[src/rtl/cdb_arbiter_pkg.sv]
// Shared CDB definitions: tag width, the None tag encoding, priority encoding and
// the {addr, val, tag} bundle layout used by the arbiter and its FIFOs.
package cdb_arbiter_pkg;

  localparam int unsigned CDB_TAG_W  = 4;
  localparam int unsigned CDB_ADDR_W = 32;
  localparam int unsigned CDB_VAL_W  = 32;

  localparam logic [CDB_TAG_W-1:0] TAG_NONE = '0;

  typedef enum logic {
    PRI_ALU = 1'b0,
    PRI_LSB = 1'b1
  } pri_e;

  // Bundle is packed {addr, val, tag}, tag in the LSBs.
  function automatic int unsigned cdb_bus_w(input int unsigned val_w, input int unsigned tag_w);
    return CDB_ADDR_W + val_w + tag_w;
  endfunction

  localparam int unsigned CDB_BUS_W = cdb_bus_w(CDB_VAL_W, CDB_TAG_W);

endpackage

[src/rtl/cdb_fifo.sv]
// Per-producer result FIFO. Push into a full FIFO is ignored unless the head is
// popped in the same cycle; flush empties it and wins over push/pop.
module cdb_fifo #(
  parameter int unsigned DEPTH = 4,
  parameter int unsigned W     = 68
) (
  input  logic                     clk_in,
  input  logic                     rst_in,
  input  logic                     rdy_in,
  input  logic                     push,
  input  logic                     pop,
  input  logic                     flush,
  input  logic [W-1:0]             wr_data,
  output logic [W-1:0]             head,
  output logic                     empty,
  output logic                     full,
  output logic [$clog2(DEPTH):0]   count
);

  localparam int unsigned AW = $clog2(DEPTH);
  localparam logic [AW:0] FULL_CNT = (AW+1)'(DEPTH);

  logic [W-1:0]  mem [DEPTH];
  logic [AW-1:0] rd_ptr;
  logic [AW-1:0] wr_ptr;
  logic          do_push;
  logic          do_pop;

  assign empty   = (count == '0);
  assign full    = (count == FULL_CNT);
  assign head    = mem[rd_ptr];
  assign do_pop  = pop && !empty;
  assign do_push = push && (!full || do_pop);

  always_ff @(posedge clk_in or posedge rst_in) begin
    if (rst_in) begin
      rd_ptr <= '0;
      wr_ptr <= '0;
      count  <= '0;
    end else if (rdy_in) begin
      if (flush) begin
        rd_ptr <= '0;
        wr_ptr <= '0;
        count  <= '0;
      end else begin
        if (do_push) wr_ptr <= wr_ptr + 1'b1;
        if (do_pop)  rd_ptr <= rd_ptr + 1'b1;
        case ({do_push, do_pop})
          2'b10:   count <= count + 1'b1;
          2'b01:   count <= count - 1'b1;
          default: ;
        endcase
      end
    end
  end

  // When full, wr_ptr aliases rd_ptr; the old head is already consumed combinationally.
  always_ff @(posedge clk_in) begin
    if (rdy_in && !flush && do_push) mem[wr_ptr] <= wr_data;
  end

endmodule

[src/rtl/cdb_arbiter.sv]
// CDB transmitter: buffers ALU and load/store results, bypasses into an empty
// FIFO's slot, and broadcasts one result per cycle with round-robin priority.
module cdb_arbiter
  import cdb_arbiter_pkg::*;
#(
  parameter int unsigned DEPTH = 4,
  parameter int unsigned VAL_W = CDB_VAL_W,
  parameter int unsigned TAG_W = CDB_TAG_W
) (
  input  logic             clk_in,
  input  logic             rst_in,
  input  logic             rdy_in,
  input  logic             flush_in,
  input  logic             alu_valid,
  input  logic [TAG_W-1:0] alu_tag,
  input  logic [VAL_W-1:0] alu_val,
  input  logic [31:0]      alu_addr,
  input  logic             lsb_valid,
  input  logic [TAG_W-1:0] lsb_tag,
  input  logic [VAL_W-1:0] lsb_val,
  input  logic [31:0]      lsb_addr,
  output logic             alu_stall,
  output logic             lsb_stall,
  output logic             cdb_active,
  output logic [TAG_W-1:0] cdb_tag,
  output logic [VAL_W-1:0] cdb_val,
  output logic [31:0]      cdb_addr,
  output logic             overflow_err
);

  localparam int unsigned CW = $clog2(DEPTH) + 1;
  localparam int unsigned BW = cdb_bus_w(VAL_W, TAG_W);
  localparam logic [TAG_W-1:0] TAG_IDLE = TAG_W'(TAG_NONE);
  localparam logic [BW-1:0] IDLE_BUS = {{(CDB_ADDR_W + VAL_W){1'b0}}, TAG_IDLE};
  localparam logic [CW-1:0] STALL_CNT = CW'(DEPTH - 1);

  logic [BW-1:0] alu_in_bus, lsb_in_bus;
  logic [BW-1:0] alu_head, lsb_head;
  logic          alu_empty, lsb_empty;
  logic          alu_full, lsb_full;
  logic [CW-1:0] alu_count, lsb_count;

  logic          alu_cand, lsb_cand;
  logic [BW-1:0] alu_sel, lsb_sel, win_bus;
  logic          grant_alu, grant_lsb;
  logic          alu_push, alu_pop, lsb_push, lsb_pop;
  logic          ovf_set;
  pri_e          pri_q, pri_d;

  logic [BW-1:0] cdb_q;
  logic          active_q;
  logic          ovf_q;

  assign alu_in_bus = {alu_addr, alu_val, alu_tag};
  assign lsb_in_bus = {lsb_addr, lsb_val, lsb_tag};

  cdb_fifo #(.DEPTH(DEPTH), .W(BW)) u_alu_fifo (
    .clk_in  (clk_in),
    .rst_in  (rst_in),
    .rdy_in  (rdy_in),
    .push    (alu_push),
    .pop     (alu_pop),
    .flush   (flush_in),
    .wr_data (alu_in_bus),
    .head    (alu_head),
    .empty   (alu_empty),
    .full    (alu_full),
    .count   (alu_count)
  );

  cdb_fifo #(.DEPTH(DEPTH), .W(BW)) u_lsb_fifo (
    .clk_in  (clk_in),
    .rst_in  (rst_in),
    .rdy_in  (rdy_in),
    .push    (lsb_push),
    .pop     (lsb_pop),
    .flush   (flush_in),
    .wr_data (lsb_in_bus),
    .head    (lsb_head),
    .empty   (lsb_empty),
    .full    (lsb_full),
    .count   (lsb_count)
  );

  always_comb begin
    alu_cand  = !alu_empty || alu_valid;
    lsb_cand  = !lsb_empty || lsb_valid;
    alu_sel   = alu_empty ? alu_in_bus : alu_head;
    lsb_sel   = lsb_empty ? lsb_in_bus : lsb_head;

    grant_alu = alu_cand && (!lsb_cand || pri_q == PRI_ALU);
    grant_lsb = lsb_cand && !grant_alu;

    // An incoming result is pushed unless it went straight out via bypass.
    alu_pop   = grant_alu && !alu_empty;
    lsb_pop   = grant_lsb && !lsb_empty;
    alu_push  = alu_valid && !(grant_alu && alu_empty);
    lsb_push  = lsb_valid && !(grant_lsb && lsb_empty);

    ovf_set   = (alu_push && alu_full && !alu_pop) ||
                (lsb_push && lsb_full && !lsb_pop);

    pri_d = pri_q;
    if (grant_alu)      pri_d = PRI_LSB;
    else if (grant_lsb) pri_d = PRI_ALU;

    if (flush_in) begin
      grant_alu = 1'b0;
      grant_lsb = 1'b0;
      alu_push  = 1'b0;
      alu_pop   = 1'b0;
      lsb_push  = 1'b0;
      lsb_pop   = 1'b0;
      ovf_set   = 1'b0;
      pri_d     = PRI_ALU;
    end

    win_bus = IDLE_BUS;
    if (grant_alu)      win_bus = alu_sel;
    else if (grant_lsb) win_bus = lsb_sel;
  end

  always_ff @(posedge clk_in or posedge rst_in) begin
    if (rst_in) begin
      pri_q    <= PRI_ALU;
      active_q <= 1'b0;
      cdb_q    <= IDLE_BUS;
      ovf_q    <= 1'b0;
    end else if (rdy_in) begin
      pri_q    <= pri_d;
      active_q <= grant_alu || grant_lsb;
      cdb_q    <= win_bus;
      if (ovf_set) ovf_q <= 1'b1;
    end
  end

  assign {cdb_addr, cdb_val, cdb_tag} = cdb_q;
  assign cdb_active   = active_q;
  assign overflow_err = ovf_q;
  assign alu_stall    = (alu_count >= STALL_CNT);
  assign lsb_stall    = (lsb_count >= STALL_CNT);

endmodule

[config.mk]
export PLATFORM = sky130hd
export DESIGN_NAME = cdb_arbiter
export DESIGN_NICKNAME = d
export VERILOG_FILES = /design/src/rtl/cdb_arbiter_pkg.sv /design/src/rtl/cdb_fifo.sv /design/src/rtl/cdb_arbiter.sv
export SDC_FILE = /design/constraint.sdc
export NUM_CORES = 1
export LEC_CHECK = 0
export CAP_MARGIN = 0
export CORE_MARGIN = 2
export CORE_UTILIZATION = 47
export DETAILED_ROUTE_END_ITERATION = 7
export MAX_ROUTING_LAYER = met4
export PLACE_DENSITY = 0.71
export SLEW_MARGIN = 20
export SYNTH_ARGS = -nofsm -noshare
export SYNTH_HDL_FRONTEND = slang
export SYNTH_SLANG_ARGS = --single-unit
[constraint.sdc]
create_clock -name clk_in -period 10 [get_ports clk_in]
set_input_delay 2 -clock clk_in [delete_from_list [all_inputs] [get_ports clk_in]]
set_output_delay 2 -clock clk_in [all_outputs]
set_load 0.005 [all_outputs]
==> impl_metrics.py <==
metrics = {
    "layout": {
        "drive_gt1_frac": 0.162,
        "stdcell_area_mm2": 0.0300,
        "fin_nets": 1807,
        "synthToLayoutAreaGrowth_pct": 18.8,
        "antenna_cells": 0,
        "post-route-util": 0.568,
    },
    "hold_path": {
        "min_path_type": "flop to flop",
    },
    "setup_path": {
        "start_kind": "input port",
        "worstPathArrival_ps": 5340,
        "r2r_setup_slack_ps": 6370,
        "end_kind": "flop",
        "crit_type": "input port to flop",
        "critPathMaxFanout": 78,
        "required_ps": 10240,
    },
    "synth": {
        "synthFlopType": "edfxtp_1",
        "yosysMostFrequentCell": "edfxtp_1",
        "synthArstFlopShare": 0.135,
        "synth_nets": 1619,
        "yosys-top-cells-area": "edfxtp_1 (65%), mux4_2 (12%), dfrtp_1 (8.4%)",
        "synthCells": 1467,
        "synth_edf_count": 544,
        "syn-cell-area_mm2": 0.0253,
        "ys_ff_latch": 629,
        "ys_types": 56,
        "yosys-top-cells-count": "edfxtp_1 (544), nand2_1 (212), a21oi_1 (137)",
        "synth_top_area_cell": "edfxtp_1",
        "netlist.area_leader.share": 0.646,
        "syn_area_per_cell_um2": 17.2,
        "ys_seq_area_frac": 0.730,
        "yosysWarnings": 0,
    },
    "global_route": {
        "grt_pass1_vias": 14693,
        "antenna_found_initial": 0,
        "grt_max_degree": 79,
        "grt-ovfl-total": 0,
        "grt_use_total": 0.230,
        "grt_pass1_wl_um": 92600,
    },
    "clock_network": {
        "cts_root_buffer": "clkbuf_16",
        "numCtsBuffers": 60,
        "path_clk_slew_ps": 60,
        "cts.sinks": 629,
        "cts_resized": 0,
        "htree_levels": 2,
        "post-cts-setup-buffers": 0,
        "cts_tree": "built",
        "clk_latency_ps": 630,
        "cts_hold_buf": 0,
        "clockBufferDepth": 3,
    },
    "sta": {
        "rsz0062_at_grt": "no",
        "fin_skew_ps": 15.7,
        "setup_violations": 0,
        "min_period_ps": 5100,
        "hold_violations": 0,
        "tightest_slew_ps": 1160,
        "max_freq_mhz": 196,
        "fin_crit_sh": 0.510,
        "max-slew-margin-rel": 0.224,
        "final-max-slew-violation-count": 0,
        "fin_tns_setup_ps": 0,
    },
    "floorplanning": {
        "core-area_mm2": 0.0529,
        "start_util": 0.478,
        "die_y_um": 236,
        "io-pin-count": 214,
        "dieWidth_um": 236,
        "die_area_mm2": 0.0557,
        "core.rowCount": 84,
    },
    "place": {
        "port_buffers": 213,
        "dpl-instance-area_mm2": 0.0280,
        "dp_hpwl_um": 35200,
        "gp_congestion": 0.795,
    },
    "power_and_ir_drop": {
        "p_int_mw": 5.37,
        "p_seq_frac": 0.440,
        "total_power_mw": 7.65,
        "power.switching_mw": 2.29,
        "p_sw_frac": 0.299,
        "cellLeakagePower_nw": 10.3,
        "power_frac_comb": 0.266,
        "powerDensity_mw_per_mm2": 255,
        "clkPwrFrac": 0.294,
        "vdd_ir_drop_max_v": 0.000174,
    },
    "detailed_routing": {
        "wl_um": 61800,
        "dr_total_vias": 14307,
        "met2_length_um": 30900,
        "drt_pre_antenna_iters": 5,
        "wl_met3_um": 4500,
        "drc": 0,
        "wl_per_cell_um": 25.8,
        "wl_met1_um": 25000,
        "top_layer": "met4",
        "vias_per_cell": 5.98,
        "ant_nets": 0,
        "drtIter0Drc": 1523,
    },
    "run_status": {
        "outcome": "finished clean",
    },
    "job": {
        "cap_viol_max_count": 0,
    },
}
## registers in the layout, summed over array words and instances, names as in the netlist
name	flops
cdb_active	1
cdb_q	68
overflow_err	1
pri_q	1
u_alu_fifo.count	3
u_alu_fifo.mem	272
u_alu_fifo.rd_ptr	2
u_alu_fifo.wr_ptr	2
u_lsb_fifo.count	3
u_lsb_fifo.mem	272
u_lsb_fifo.rd_ptr	2
u_lsb_fifo.wr_ptr	2
## layer usage
metal  GRT usage  vias up
li1            -     6160
met1       0.302     7397
met2       0.375      656
met3      0.0376       94
met4      0.0647        0
met5           -        -
## critical path: stages
cell	delay, ps
buf_4	730
nor4_4	190
or3_1	380
a311oi_2	550
and2_4	510
buf_4	670
## cells by family after synthesis
| kind of cell | share of synthesized area |
|---|---|
| XOR/XNOR | 0.000693 |
| multiplexers | 0.124 |
| AO/OA/AOI/OAI | 0.0631 |
| flip-flops | 0.730 |
| adder cells (fa/ha/maj) | 0.00525 |
| AND/OR/NAND/NOR | 0.0562 |
| buffers and inverters | 0.0198 |
## power groups by stage
stage / registers [mW] / clock network, mW / logic [mW]
3_3_place_gp: 3.44 / 0 / 2.01
5_1_grt: 3.40 / 2.38 / 2.19
3_5_place_dp: 3.44 / 0 / 2.03
2_1_floorplan: 3.27 / 0 / 1.32
4_1_cts: 3.39 / 2.28 / 2.04
6_report: 3.37 / 2.25 / 2.04
## cell type report
| class | count | area [µm²] |
|---|---|---|
| timing repair buffer | 230 | 2320 |
| clock inverter | 36 | 318 |
| inverter | 11 | 45.0 |
| multi-input combinational | 723 | 6370 |
| sequential | 629 | 18500 |
| fill | 3993 | 22800 |
| tap | 688 | 861 |
| clock buffer | 77 | 1650 |
## placed cells by master, fill, tap and decap left out, types with 2 or more instances in the layout
master / count
edfxtp_1: 544
nand2_1: 212
clkdlybuf4s50_1: 212
a21oi_1: 137
mux4_2: 136
dfrtp_1: 81
nand3_1: 70
a211o_1: 69
clkbuf_16: 60
clkinv_2: 15
buf_4: 14
clkinv_1: 11
nor2_1: 10
inv_1: 9
ha_1: 9
clkbuf_1: 9
and2_4: 8
clkbuf_8: 8
o21ai_0: 6
mux2i_1: 5
bufinv_16: 5
dfrtp_4: 4
o2111ai_1: 3
a22o_1: 3
o21ai_1: 3
mux2_2: 3
o31ai_1: 3
nor2b_1: 3
nor3_1: 3
a21o_1: 3
clkinvlp_4: 3
buf_16: 3
o21a_1: 2
o211a_1: 2
or3_1: 2
nor3b_1: 2
nand2b_1: 2
or3_4: 2
nor3_4: 2
xor2_1: 2
## final timing paths
path | startpoint | endpoint | depth (start not counted)
setup / recovery | alu_valid | u_lsb_fifo.mem[2][51]$_DFFE_PP_ | 6
hold / removal | cdb_q[33]$_DFFE_PP0P_ | cdb_q[33]$_DFFE_PP0P_ | 1
setup reg to reg | u_alu_fifo.count[0]$_DFFE_PP0P_ | u_lsb_fifo.mem[2][51]$_DFFE_PP_ | 5
hold reg to reg | cdb_q[33]$_DFFE_PP0P_ | cdb_q[33]$_DFFE_PP0P_ | 1
max in group asynchronous | rst_in | u_lsb_fifo.rd_ptr[0]$_DFFE_PP0P_ | 3
min in group asynchronous | rst_in | cdb_q[56]$_DFFE_PP0P_ | 2
## stage by stage
step                instances  hold slack [ps]  setup slack, ps
floorplan                1467              474             4890
global placement         2278              478             4420
detailed placement       2278              477             4360
CTS                      2391              493             5040
global route             2394              512             4790
finish                   2394              491             4900
Note: power is estimated with default switching activity, not from simulation.
